**src/rtl/vth_read_detector_if.sv**
```systemverilog
// Word-in / detection-out handshake bundle for the read-side Vth detector.
interface vth_read_detector_if;
  logic        in_valid;
  logic        in_ready;
  logic [31:0] in_data;
  logic [3:0]  in_expected;
  logic        out_valid;
  logic        out_ready;
  logic [1:0]  out_level_a;
  logic [1:0]  out_level_b;
  logic [3:0]  out_bits;
  logic [2:0]  out_err_bits;

  modport master (
    output in_valid, in_data, in_expected, out_ready,
    input  in_ready, out_valid, out_level_a, out_level_b, out_bits, out_err_bits
  );

  modport slave (
    input  in_valid, in_data, in_expected, out_ready,
    output in_ready, out_valid, out_level_a, out_level_b, out_bits, out_err_bits
  );
endinterface

```
**src/rtl/vth_read_detector.sv**
```systemverilog
// Senses two cell Vths against three read references (one compare per cycle),
// Gray-decodes them and accumulates saturating symbol/bit error counts.
module vth_read_detector #(
  parameter logic [15:0] VREF0 = 16'h0400,
  parameter logic [15:0] VREF1 = 16'h0800,
  parameter logic [15:0] VREF2 = 16'h0C00
) (
  input  logic                clk,
  input  logic                reset,
  vth_read_detector_if.slave  bus,
  input  logic                clr_cnt,
  output logic [31:0]         sym_err_cnt,
  output logic [31:0]         bit_err_cnt
);

  typedef enum logic [1:0] {IDLE, SENSE_A, SENSE_B, DONE} state_t;

  state_t      state_q;
  logic [1:0]  idx_q;
  logic [15:0] vth_a_q, vth_b_q;
  logic [3:0]  exp_q;
  logic [1:0]  lvl_a_q;
  logic        out_valid_q;
  logic [1:0]  out_lvl_a_q, out_lvl_b_q;
  logic [3:0]  out_bits_q;
  logic [2:0]  out_err_q;
  logic [31:0] sym_err_q, sym_err_d;
  logic [31:0] bit_err_q, bit_err_d;

  function automatic logic [1:0] gray(input logic [1:0] lvl);
    case (lvl)
      2'd0:    gray = 2'b11;
      2'd1:    gray = 2'b10;
      2'd2:    gray = 2'b00;
      default: gray = 2'b01;
    endcase
  endfunction

  function automatic logic [31:0] sat_add(input logic [31:0] a, input logic [31:0] b);
    logic [32:0] s;
    s = {1'b0, a} + {1'b0, b};
    sat_add = s[32] ? 32'hFFFF_FFFF : s[31:0];
  endfunction

  // Single shared comparator: cell and reference both selected by FSM position.
  logic [15:0] vth_cur, vref_cur;
  logic        below, cell_done;
  logic [1:0]  lvl_cur;
  logic [3:0]  bits_new, diff;
  logic [2:0]  err_bits_new;
  logic [1:0]  sym_new;
  logic        update;

  always_comb begin
    vth_cur = (state_q == SENSE_A) ? vth_a_q : vth_b_q;
    case (idx_q)
      2'd0:    vref_cur = VREF0;
      2'd1:    vref_cur = VREF1;
      default: vref_cur = VREF2;
    endcase
    below     = vth_cur < vref_cur;
    cell_done = below || (idx_q == 2'd2);
    lvl_cur   = below ? idx_q : 2'd3;
    bits_new  = {gray(lvl_a_q), gray(lvl_cur)};
    diff      = bits_new ^ exp_q;
    err_bits_new = '0;
    for (int i = 0; i < 4; i++) err_bits_new = err_bits_new + {2'b00, diff[i]};
    sym_new   = {1'b0, |diff[3:2]} + {1'b0, |diff[1:0]};
    update    = (state_q == SENSE_B) && cell_done;
  end

  // A coincident clear discards the word's errors.
  always_comb begin
    sym_err_d = sym_err_q;
    bit_err_d = bit_err_q;
    if (clr_cnt) begin
      sym_err_d = '0;
      bit_err_d = '0;
    end else if (update) begin
      sym_err_d = sat_add(sym_err_q, {30'd0, sym_new});
      bit_err_d = sat_add(bit_err_q, {29'd0, err_bits_new});
    end
  end

  always_ff @(posedge clk or negedge reset) begin
    if (!reset) begin
      sym_err_q <= '0;
      bit_err_q <= '0;
    end else begin
      sym_err_q <= sym_err_d;
      bit_err_q <= bit_err_d;
    end
  end

  always_ff @(posedge clk or negedge reset) begin
    if (!reset) begin
      state_q     <= IDLE;
      idx_q       <= '0;
      vth_a_q     <= '0;
      vth_b_q     <= '0;
      exp_q       <= '0;
      lvl_a_q     <= '0;
      out_valid_q <= 1'b0;
      out_lvl_a_q <= '0;
      out_lvl_b_q <= '0;
      out_bits_q  <= '0;
      out_err_q   <= '0;
    end else begin
      case (state_q)
        IDLE: if (bus.in_valid) begin
          vth_a_q <= bus.in_data[31:16];
          vth_b_q <= bus.in_data[15:0];
          exp_q   <= bus.in_expected;
          idx_q   <= '0;
          state_q <= SENSE_A;
        end
        SENSE_A: if (cell_done) begin
          lvl_a_q <= lvl_cur;
          idx_q   <= '0;
          state_q <= SENSE_B;
        end else begin
          idx_q   <= idx_q + 2'd1;
        end
        SENSE_B: if (cell_done) begin
          out_lvl_a_q <= lvl_a_q;
          out_lvl_b_q <= lvl_cur;
          out_bits_q  <= bits_new;
          out_err_q   <= err_bits_new;
          out_valid_q <= 1'b1;
          state_q     <= DONE;
        end else begin
          idx_q <= idx_q + 2'd1;
        end
        DONE: if (bus.out_ready) begin
          out_valid_q <= 1'b0;
          state_q     <= IDLE;
        end
        default: state_q <= IDLE;
      endcase
    end
  end

  assign bus.in_ready     = (state_q == IDLE);
  assign bus.out_valid    = out_valid_q;
  assign bus.out_level_a  = out_lvl_a_q;
  assign bus.out_level_b  = out_lvl_b_q;
  assign bus.out_bits     = out_bits_q;
  assign bus.out_err_bits = out_err_q;
  assign sym_err_cnt      = sym_err_q;
  assign bit_err_cnt      = bit_err_q;

endmodule

```
**src/flat_wrapper.sv**
```systemverilog
// flat-port wrapper written by rule: the top's interface ports become plain ports
module vth_read_detector_flat 
#(
  parameter logic [15:0] VREF0 = 16'h0400,
  parameter logic [15:0] VREF1 = 16'h0800,
  parameter logic [15:0] VREF2 = 16'h0C00
)
  (clk, reset, clr_cnt, sym_err_cnt, bit_err_cnt, bus_in_valid, bus_in_data, bus_in_expected, bus_out_ready, bus_in_ready, bus_out_valid, bus_out_level_a, bus_out_level_b, bus_out_bits, bus_out_err_bits);
  vth_read_detector_if bus_i ();
  input  logic clk;
  input  logic reset;
  input  logic clr_cnt;
  output logic [31:0] sym_err_cnt;
  output logic [31:0] bit_err_cnt;
  input wire logic [$bits(bus_i.in_valid)-1:0] bus_in_valid;
  input wire logic [$bits(bus_i.in_data)-1:0] bus_in_data;
  input wire logic [$bits(bus_i.in_expected)-1:0] bus_in_expected;
  input wire logic [$bits(bus_i.out_ready)-1:0] bus_out_ready;
  output wire logic [$bits(bus_i.in_ready)-1:0] bus_in_ready;
  output wire logic [$bits(bus_i.out_valid)-1:0] bus_out_valid;
  output wire logic [$bits(bus_i.out_level_a)-1:0] bus_out_level_a;
  output wire logic [$bits(bus_i.out_level_b)-1:0] bus_out_level_b;
  output wire logic [$bits(bus_i.out_bits)-1:0] bus_out_bits;
  output wire logic [$bits(bus_i.out_err_bits)-1:0] bus_out_err_bits;
  assign bus_i.in_valid = bus_in_valid;
  assign bus_i.in_data = bus_in_data;
  assign bus_i.in_expected = bus_in_expected;
  assign bus_i.out_ready = bus_out_ready;
  assign bus_in_ready = bus_i.in_ready;
  assign bus_out_valid = bus_i.out_valid;
  assign bus_out_level_a = bus_i.out_level_a;
  assign bus_out_level_b = bus_i.out_level_b;
  assign bus_out_bits = bus_i.out_bits;
  assign bus_out_err_bits = bus_i.out_err_bits;
  vth_read_detector #(.VREF0(VREF0), .VREF1(VREF1), .VREF2(VREF2)) u_core (.clk(clk), .reset(reset), .bus(bus_i), .clr_cnt(clr_cnt), .sym_err_cnt(sym_err_cnt), .bit_err_cnt(bit_err_cnt));
endmodule
```
**config.mk**
```make
export PLATFORM = sky130hd
export DESIGN_NAME = vth_read_detector_flat
export DESIGN_NICKNAME = d
export VERILOG_FILES = /design/src/rtl/vth_read_detector_if.sv /design/src/rtl/vth_read_detector.sv /design/src/flat_wrapper.sv
export SDC_FILE = /design/constraint.sdc
export NUM_CORES = 1
export LEC_CHECK = 0
export ABC_AREA = 1
export BUFFER_PORTS_ARGS = -buffer_cell sky130_fd_sc_hd__buf_2
export CAP_MARGIN = 20
export CORE_UTILIZATION = 58
export DETAILED_ROUTE_END_ITERATION = 7
export PLACE_DENSITY = 0.95
export SYNTH_ARGS = -nofsm -noshare
export SYNTH_HDL_FRONTEND = slang
export SYNTH_SLANG_ARGS = --single-unit
```
**constraint.sdc**
```tcl
create_clock -name clk -period 9.4 [get_ports clk]
set_input_delay 1.88 -clock clk [delete_from_list [all_inputs] [get_ports clk]]
set_output_delay 1.88 -clock clk [all_outputs]
set_load 0.005 [all_outputs]
```
==> run metrics <==
max-capacitance violation count 0; Worst-path clk slew 0.10 ns; DR DRC count 0; initial antenna violation count 0; core area 10500 um^2; Longest Clk Path Bufs 2; final-layout fill cell count 918; synthesis-stage register bit count 98; fin nets 1056; Iter 0 DRT Violations 486; Root Driver clkbuf_8; Min Hold Slack 0.487 ns; CTS tree yes; skew final 0.0132 ns; Max IR drop VDD 0.154 mV; cell count of the worst reg-to-reg path 30; Critical Path AT 5.88 ns; HP Class flop to flop; Tmin final 5.57 ns; Post-synth ARST share 1.00; slew margin rel. 0.272; io pins 118; slew at the pin closest to its max-slew limit 1.09 ns; status completed; syn nets 967; vias in the first global route 5845; Leak 3.49 nW; Fmax 179 MHz; mapped cell area 6330 um^2; Tcrit/Tclk final 0.593; Initial Util 0.605; Pwr Density 178 nW/um^2; Die H 106 um; # resized after CTS 0; Die ar. 11300 um^2; Worst Path Required 9.70 ns; share of the synthesized area in the top cell type 0.388; Worst path most repeated cell nand2_1; DR WL/cell 14.2 um; largest net degree at the start of global routing 67; worst skew pair latency 0.38 ns; Post-synth EDFFs 0; GR Overflow Total 0; cells after synthesis 906; Yosys cell types 31; Syn Area/Cell 6.98 um^2; Final Setup Violations 0; Post-CTS Repair Setup Buffers 0; CP Capture Type flop; WS Path Type flop to flop; Vias per Instance 5.54; slowest cell on the critical path nand2_1; Final Hold Viols 0; drt total wl 16.2 mm; Layout Utilization 0.670; Die X 106 um; post-route setup TNS 0 ns; Critical Path Start Type flop; Yosys top cell by area dfrtp_1; Tot GR Track Use 0.301; CTS buffer count 9; unrepaired setup endpoints after global routing no; H-tree levels 3; top cells by area, synth dfrtp_1, nand2_1, inv_1; first-pass GRT wire length 26.9 mm; Final ANT Viol Nets 0; Area growth, synth to finish 10.8%; RD Place Congestion 0.939; ANT cells 0; CTS sink cnt 98; sequential area share after synthesis 0.388; drt first pass iters 6; Std-Cell Rows 37; Main synth FF type dfrtp_1; hold depth 2; critical path fanouts, max 31; count of input and output buffers 97; max incr delay on CP 0.65 ns; YS warnings 0; CTS Hold Buffers Added 0; hpwl dp 11.6 mm; proportion of layout cells with a drive suffix above 1 0.143; detailed-route via count 6297; Final Max Tran Viols 0
logic make-up after synthesis:
group,synth area share
muxes,0.0231
AOI/OAI and AO/OA,0.0777
DFF,0.388
xor gates and xnor gates,0.0138
adders and majority gates,0.0431
and+or+nand+nor,0.361
buffers and inverters,0.0934
worst paths after layout:
kind                                            start                          to  slack (ns)
setup / recovery                    u_core.state_q[1]      u_core.bit_err_cnt[27]        3.83
hold / removal             u_core.bus.out_err_bits[1]  u_core.bus.out_err_bits[1]        0.49
setup reg to reg                    u_core.state_q[1]      u_core.bit_err_cnt[27]        3.83
hold reg to reg            u_core.bus.out_err_bits[1]  u_core.bus.out_err_bits[1]        0.49
max in group asynchronous                       reset       u_core.sym_err_cnt[8]        6.77
min in group asynchronous                       reset      u_core.bit_err_cnt[17]        1.43
critical path, delay by kind of cell, from the launching register on:
family	cells	cell delay (ns)
compound gates	2	0.36
fa+ha+maj	6	1.82
buf+inv	7	0.50
flops	1	0.42
simple gates	15	2.38
stage by stage:
stage               std cells  power (mW)  worst slack (ns)  instance area, um^2
finish                   1136        1.25              3.83                 7010
global route             1136        1.34              3.23                 7010
CTS                      1136        1.25              3.86                 7010
detailed placement       1120       0.974              3.94                 6830
global placement         1120       0.948              4.00                 6830
floorplan                 906       0.856              5.13                 6330
cells in the mapped netlist, types with 4 or more instances:
cell / n
nand2_1: 311
inv_1: 109
dfrtp_1: 98
nor2_1: 89
nand3_1: 80
o21ai_1: 46
o21ai_0: 41
nor3_1: 23
ha_1: 17
mux2_2: 13
buf_6: 11
nand4_1: 10
xor2_1: 10
a21oi_1: 8
buf_2: 7
nand3b_1: 6
inv_2: 4
layout make-up:
| class | instances | area [um^2] | area share |
|---|---|---|---|
| clock buffers | 12 | 135 | 0.0193 |
| clock inverters | 4 | 51.3 | 0.00732 |
| inverters | 113 | 424 | 0.0605 |
| multi-input cells | 675 | 3280 | 0.468 |
| flip-flops and latches | 98 | 2450 | 0.350 |
| well taps | 136 | 170 | 0.0243 |
| repair buffers | 98 | 495 | 0.0707 |
power by group:
group | switching, mW | internal, mW | total, mW
sequential | 0.0401 | 0.488 | 0.528
clock | 0.152 | 0.124 | 0.277
combinational | 0.265 | 0.178 | 0.443
total | 0.458 | 0.790 | 1.25
flip-flops by register name, summed over array words and instances (netlist names):
register and cells:
u_core.bit_err_cnt 32, u_core.sym_err_cnt 32, u_core.vth_a_q 6, u_core.vth_b_q 6, u_core.bus.out_bits 4, u_core.exp_q 4, u_core.bus.out_err_bits 3, u_core.bus.out_level_a 2
u_core.bus.out_level_b 2, u_core.idx_q 2, u_core.lvl_a_q 2, u_core.state_q 2, u_core.bus.out_valid 1
cell usage in the layout, fill, tap and decap left out, types with 2 or more instances in the layout:
master    instances
clkbuf_1          3
nand2_1         311
inv_2             4
nor2_2            2
mux2_2           13
and2_1            2
buf_4             2
inv_1           109
nor3_1           23
buf_2            96
nor3_2            2
a21oi_1           8
nand3_2           2
ha_1             17
clkbuf_8          9
xor2_1           10
nand4_1          10
nor2_1           89
o21ai_1          46
o21ai_0          41
dfrtp_1          98
nand2_4           3
fa_1              3
nand3_1          80
nand3b_1          6
layer usage:
layer | routed length [um] | up-vias | global-route usage
li1 | - | 3052 | -
met1 | 6890 | 2924 | 0.392
met2 | 7440 | 288 | 0.477
met3 | 1460 | 33 | 0.0773
met4 | 367 | 0 | 0.123
met5 | 0 | - | 0
No activity file was read; power rests on OpenSTA's default activity.
